File: src/rtl/vga_pixel_gen_if.sv
// Framebuffer row-write handshake between a row producer (master) and
// vga_pixel_gen (slave).
interface vga_pixel_gen_if;
    logic        wr_valid;
    logic [3:0]  wr_row;
    logic [31:0] wr_data;
    logic        wr_ready;

    modport master (
        output wr_valid,
        output wr_row,
        output wr_data,
        input  wr_ready
    );

    modport slave (
        input  wr_valid,
        input  wr_row,
        input  wr_data,
        output wr_ready
    );
endinterface

File: src/rtl/vga_pixel_gen.sv
// Two-stage pixel generator: 16x32 one-bit cell framebuffer, fg/bg palette,
// row writes deferred off the displayed row. Define VGA_CURSOR_EN for the blinking cursor.
module vga_pixel_gen (
    input  logic           clk,
    input  logic           rst_n,
    input  logic [5:0]     x_hi,
    input  logic [4:0]     x_lo,
    input  logic [4:0]     y_hi,
    input  logic [5:0]     y_lo,
    input  logic           hsync_in,
    input  logic           vsync_in,
    input  logic           blank_in,
    vga_pixel_gen_if.slave wr,
    input  logic           cfg_we,
    input  logic           cfg_sel,
    input  logic [5:0]     cfg_color,
    input  logic [3:0]     cursor_row,
    input  logic [4:0]     cursor_col,
    output logic [5:0]     rgb,
    output logic           hsync_out,
    output logic           vsync_out
);
    localparam int ROWS  = 16;
    localparam int COLS  = 32;
    localparam int COLOR_W = 6;

    logic [COLS-1:0]    fb [ROWS];
    logic               pending;
    logic [3:0]         pend_row;
    logic [COLS-1:0]    pend_data;
    logic [COLOR_W-1:0] fg;
    logic [COLOR_W-1:0] bg;

    logic [3:0] cell_row;
    logic [4:0] cell_col;
    logic       cell_bit;
    logic       wr_fire;
    logic       commit;
    logic       cursor_inv;

    logic       cell_p1, blank_p1, hs_p1, vs_p1, cur_p1;
    logic [COLOR_W-1:0] rgb_p2;
    logic       hs_p2, vs_p2;

    function automatic logic [COLOR_W-1:0] pixel_color(
        input logic               blank,
        input logic               lit,
        input logic [COLOR_W-1:0] fg_c,
        input logic [COLOR_W-1:0] bg_c
    );
        if (blank)
            return '0;
        return lit ? fg_c : bg_c;
    endfunction

    assign cell_row = y_hi[3:0];
    assign cell_col = x_hi[4:0];
    assign cell_bit = fb[cell_row][cell_col];

    assign wr.wr_ready = ~pending;
    assign wr_fire     = wr.wr_valid & ~pending;
    // Only commit while the target row is not being scanned, so a line never tears.
    assign commit      = pending & (blank_in | (cell_row != pend_row));

    always_ff @(posedge clk or negedge rst_n) begin
        if (!rst_n)
            pending <= 1'b0;
        else if (commit)
            pending <= 1'b0;
        else if (wr_fire)
            pending <= 1'b1;
    end

    always_ff @(posedge clk) begin
        if (wr_fire) begin
            pend_row  <= wr.wr_row;
            pend_data <= wr.wr_data;
        end
    end

    always_ff @(posedge clk or negedge rst_n) begin
        if (!rst_n) begin
            for (int r = 0; r < ROWS; r++)
                fb[r] <= '0;
        end else if (commit) begin
            fb[pend_row] <= pend_data;
        end
    end

    always_ff @(posedge clk or negedge rst_n) begin
        if (!rst_n) begin
            fg <= 6'h3F;
            bg <= 6'h00;
        end else if (cfg_we) begin
            if (cfg_sel)
                fg <= cfg_color;
            else
                bg <= cfg_color;
        end
    end

`ifdef VGA_CURSOR_EN
    logic [4:0] frame_cnt;
    logic       unused_bits;

    // vs_p1 holds last cycle's vsync_in, so this catches the 1->0 edge.
    always_ff @(posedge clk or negedge rst_n) begin
        if (!rst_n)
            frame_cnt <= '0;
        else if (!vsync_in && vs_p1)
            frame_cnt <= frame_cnt + 5'd1;
    end

    assign cursor_inv  = frame_cnt[4] && (cell_row == cursor_row) && (cell_col == cursor_col);
    assign unused_bits = ^{x_lo, y_lo, x_hi[5], y_hi[4]};
`else
    logic unused_bits;

    assign cursor_inv  = 1'b0;
    assign unused_bits = ^{x_lo, y_lo, x_hi[5], y_hi[4], cursor_row, cursor_col};
`endif

    // Stage 1: cell lookup and timing capture
    always_ff @(posedge clk or negedge rst_n) begin
        if (!rst_n) begin
            cell_p1  <= 1'b0;
            blank_p1 <= 1'b1;
            hs_p1    <= 1'b1;
            vs_p1    <= 1'b1;
            cur_p1   <= 1'b0;
        end else begin
            cell_p1  <= cell_bit;
            blank_p1 <= blank_in;
            hs_p1    <= hsync_in;
            vs_p1    <= vsync_in;
            cur_p1   <= cursor_inv;
        end
    end

    // Stage 2: colour resolve, syncs realigned with pixel data
    always_ff @(posedge clk or negedge rst_n) begin
        if (!rst_n) begin
            rgb_p2 <= '0;
            hs_p2  <= 1'b1;
            vs_p2  <= 1'b1;
        end else begin
            rgb_p2 <= pixel_color(blank_p1, cell_p1 ^ cur_p1, fg, bg);
            hs_p2  <= hs_p1;
            vs_p2  <= vs_p1;
        end
    end

    assign rgb       = rgb_p2;
    assign hsync_out = hs_p2;
    assign vsync_out = vs_p2;
endmodule
File: src/flat_wrapper.sv
// flat-port wrapper written by rule: the top's interface ports become plain ports
module vga_pixel_gen_flat 
  (clk, rst_n, x_hi, x_lo, y_hi, y_lo, hsync_in, vsync_in, blank_in, cfg_we, cfg_sel, cfg_color, cursor_row, cursor_col, rgb, hsync_out, vsync_out, wr_wr_valid, wr_wr_row, wr_wr_data, wr_wr_ready);
  vga_pixel_gen_if wr_i ();
  input  logic clk;
  input  logic rst_n;
  input  logic [5:0] x_hi;
  input  logic [4:0] x_lo;
  input  logic [4:0] y_hi;
  input  logic [5:0] y_lo;
  input  logic hsync_in;
  input  logic vsync_in;
  input  logic blank_in;
  input  logic cfg_we;
  input  logic cfg_sel;
  input  logic [5:0] cfg_color;
  input  logic [3:0] cursor_row;
  input  logic [4:0] cursor_col;
  output logic [5:0] rgb;
  output logic hsync_out;
  output logic vsync_out;
  input wire logic [$bits(wr_i.wr_valid)-1:0] wr_wr_valid;
  input wire logic [$bits(wr_i.wr_row)-1:0] wr_wr_row;
  input wire logic [$bits(wr_i.wr_data)-1:0] wr_wr_data;
  output wire logic [$bits(wr_i.wr_ready)-1:0] wr_wr_ready;
  assign wr_i.wr_valid = wr_wr_valid;
  assign wr_i.wr_row = wr_wr_row;
  assign wr_i.wr_data = wr_wr_data;
  assign wr_wr_ready = wr_i.wr_ready;
  vga_pixel_gen u_core (.clk(clk), .rst_n(rst_n), .x_hi(x_hi), .x_lo(x_lo), .y_hi(y_hi), .y_lo(y_lo), .hsync_in(hsync_in), .vsync_in(vsync_in), .blank_in(blank_in), .wr(wr_i), .cfg_we(cfg_we), .cfg_sel(cfg_sel), .cfg_color(cfg_color), .cursor_row(cursor_row), .cursor_col(cursor_col), .rgb(rgb), .hsync_out(hsync_out), .vsync_out(vsync_out));
endmodule
File: config.mk
export PLATFORM = sky130hd
export DESIGN_NAME = vga_pixel_gen_flat
export DESIGN_NICKNAME = d
export VERILOG_FILES = /design/src/rtl/vga_pixel_gen_if.sv /design/src/rtl/vga_pixel_gen.sv /design/src/flat_wrapper.sv
export SDC_FILE = /design/constraint.sdc
export NUM_CORES = 1
export LEC_CHECK = 0
export BUFFER_PORTS_ARGS = -buffer_cell sky130_fd_sc_hd__buf_4
export CAP_MARGIN = 20
export CORE_MARGIN = 1.5
export CORE_UTILIZATION = 45
export DETAILED_ROUTE_END_ITERATION = 12
export GPL_TIMING_DRIVEN = 0
export HOLD_SLACK_MARGIN = 0.08
export PLACE_DENSITY = 0.67
export SETUP_SLACK_MARGIN = 0.05
export SLEW_MARGIN = 20
export SYNTH_ARGS = -nofsm -noshare
export SYNTH_HDL_FRONTEND = slang
export SYNTH_SLANG_ARGS = --single-unit
export TNS_END_PERCENT = 50
File: constraint.sdc
create_clock -name clk -period 2.3 [get_ports clk]
set_clock_uncertainty 0.1 [all_clocks]
set_input_delay 0.46 -clock clk [delete_from_list [all_inputs] [get_ports clk]]
set_output_delay 0.46 -clock clk [all_outputs]
set_load 0.01 [all_outputs]
==> flow_metrics.py <==
metrics = {
    "cts": {
        "cts_buffers": 61,
        "cts_tree": "yes",
        "clk_latency_ns": 0.64,
        "cts_max_level": 2,
        "clock-sinks": 573,
        "ctsLongestPathBuffers": 3,
        "clk_pin_slew_ns": 0.06,
        "clockRootBuffer": "clkbuf_16",
    },
    "place": {
        "dp_slack_ns": -1.647,
        "io_buffers": 64,
        "placed_area_um2": 27360,
        "place_hpwl_um": 48520,
        "place_congestion": 0.9242,
    },
    "finish": {
        "final_area_um2": 33110,
        "area.growth.synth_to_final_pct": 28.77,
        "final_cell_mix": "dfrtp_1 (526), mux2_2 (345), mux2_4 (160), mux2i_1 (121), buf_4 (106)",
        "mostFrequentLayoutCell": "dfrtp_1",
        "fin_util_pct": 58.72,
        "nFillCells": 4249,
        "drive_above_1_share_pct": 49.88,
        "nets": 2038,
    },
    "synth": {
        "async_reset_ff_share_pct": 93.72,
        "synth_fp_nets": 1752,
        "yosysSeqAreaShare_pct": 56.52,
        "syn_avg_cell_area_um2": 15.39,
        "synth_ff_type": "dfrtp_1",
        "synth_cell_types": 55,
        "synth_edf_count": 36,
        "syn-instance-count": 1671,
        "synth_seq_cells": 573,
        "yosys_warnings": 0,
        "syn_area_um2": 25710,
    },
    "floorplanning": {
        "ios": 90,
        "start_util_pct": 45.60,
        "row_count": 87,
        "die_width_um": 242.0,
        "die_area_um2": 58580,
        "die_h_um": 242.0,
        "coreArea_um2": 56390,
    },
    "min_path": {
        "hp-class": "flop to flop",
    },
    "detailed_routing": {
        "viasPerCell": 6.201,
        "routed.top_layer": "met5",
        "vias": 17160,
        "wl_met1_um": 34220,
        "wl_per_cell_um": 30.75,
        "first_iter_violations": 1573,
        "drc": 0,
        "wl_met3_um": 6749,
        "ant_nets": 0,
        "wl_um": 85070,
        "wl_met2_um": 38950,
        "first_pass_iters": 5,
    },
    "timing": {
        "finalSetupViolCount": 466,
        "hold_viol_final": 0,
        "worst_pin_slew_ns": 1.063,
        "maxSlewViolCount": 0,
        "fin_ws_ns": -0.4399,
        "max_freq_mhz": 365.0,
        "grt_setup_unrepaired": "true",
        "period_share_pct": 119.1,
        "period_needed_ns": 2.740,
        "slew_headroom_pct": 29.11,
    },
    "global_routing": {
        "gr-total-overflow": 0,
        "antenna_found_initial": 3,
        "grt_use_total_pct": 28.33,
        "grt_pass1_wl_um": 121400,
        "grt_max_degree": 102,
        "first_global_vias": 17770,
    },
    "critical_path": {
        "cp_data_required_time_ns": 2.61,
        "crit_path_max_fanout": 10,
        "crit_chain": "buf_4 > inv_1 > clkbuf_4 > buf_2 > o221ai_1 > a21oi_1 > a311oi_2 > nor4_4 > a2111o_1 > nand4_1",
        "slowest_stage": "buf_2",
        "path_class": "input port to flop",
        "cp_slowest_stage_delay_ns": 0.50,
        "cp.arrival_ns": 3.05,
        "rrSetupSlack_ns": -0.32,
        "crit_path_end_kind": "flop",
        "crit_path_start_kind": "input port",
    },
    "power": {
        "leakage_uw": 0.01452,
        "vdd_drop_max_v": 0.0006831,
        "finalPower_uw": 39440,
        "cellPowerDensity_nw_per_um2": 1191,
    },
    "outcome": {
        "status": "finished, violations left",
        "violations": "setup timing",
    },
    "run": {
        "drv_cap": 0,
    },
}
-- worst max-delay path: cells and delay by family --
family,cells,cell delay (ns)
compound gates,4,0.85
buf+inv,4,1.14
simple gates,2,0.57
-- through the flow --
stage / hold slack, ns / TNS, ns / cells
global route: 0.2567 / -86.33 / 2765
global placement: 0.2455 / -2859.98 / 2491
floorplan: 0.06441 / -0.09739 / 1671
CTS: 0.2201 / -7.834 / 2738
finish: 0.2544 / -58.87 / 2767
detailed placement: 0.1432 / -295.75 / 2499
-- final cells by class --
class / count / area [µm²] / area share, %
clock buffer: 99 / 1932 / 5.835
inverter: 6 / 23.77 / 0.07180
buffer: 140 / 1568 / 4.735
clock inverter: 16 / 241.5 / 0.7293
timing repair buffer: 225 / 2785 / 8.412
sequential: 573 / 14530 / 43.89
antenna: 2 / 5.005 / 0.01512
tap: 756 / 945.9 / 2.857
multi-input combinational: 950 / 11080 / 33.45
-- timing repair --
| action | CTS | global route |
|---|---|---|
| gates cloned | 18 | 7 |
| buffers inserted | 60 | 20 |
| setup endpoints to repair | 513 | 504 |
| pin swaps | 17 | 13 |
| resized for setup | 407 | 68 |
| hold buffers | 48 | 0 |
| hold endpoints to repair | 145 | 0 |
-- cell usage after synthesis (18+ instances only) --
library cell / n / area share, %
dfrtp_1: 526 / 51
mux2_2: 498 / 22
mux2i_1: 121 / 4.7
mux4_2: 63 / 5.5
o221ai_1: 58 / 2.0
buf_2: 53 / 1.0
clkbuf_1: 53 / 0.77
edfxtp_1: 36 / 4.2
nor2_1: 36 / 0.53
a21oi_1: 34 / 0.66
mux2_1: 27 / 1.2
o22ai_1: 26 / 0.63
buf_6: 18 / 0.79
-- metal layers --
| layer | vias to the layer above | track usage, % |
|---|---|---|
| met5 | - | 0 |
| li1 | 6849 | - |
| met4 | 4 | 14.23 |
| met1 | 9205 | 37.21 |
| met2 | 817 | 44.54 |
| met3 | 284 | 6.093 |
-- cell families after synthesis --
kind of cell	Yosys count	synth area share, %
and+or+nand+nor	84	1.635
DFF	573	56.52
muxes	718	34.14
buffers and inverters	148	3.494
AOI/OAI and AO/OA	144	4.078
xor gates and xnor gates	4	0.1363
-- power by group --
group | internal [µW] | switching [µW] | total, µW
registers | 14800 | 2670 | 17500
logic | 6920 | 4420 | 11300
clock network | 6380 | 4210 | 10600
total | 28100 | 11300 | 39400
-- state kept, by name, summed over array words and instances, names as in the netlist, 4 cells and up --
signal and count:
u_core.fg 6, u_core.bg 6, u_core.fb 512, u_core.pend_row 4, u_core.pend_data 32, u_core.rgb 6
-- worst paths after layout --
check                          startpoint                to  cells after the start
max                               x_hi[0]    u_core.cell_p1                     10
min                          u_core.hs_p1  u_core.hsync_out                      0
max reg2reg                u_core.fb[429]    u_core.cell_p1                      7
min reg2reg                  u_core.hs_p1  u_core.hsync_out                      0
max in group asynchronous           rst_n    u_core.fb[501]                      5
min in group asynchronous           rst_n      u_core.fg[2]                      2
Note: power is estimated with default switching activity, not from simulation.
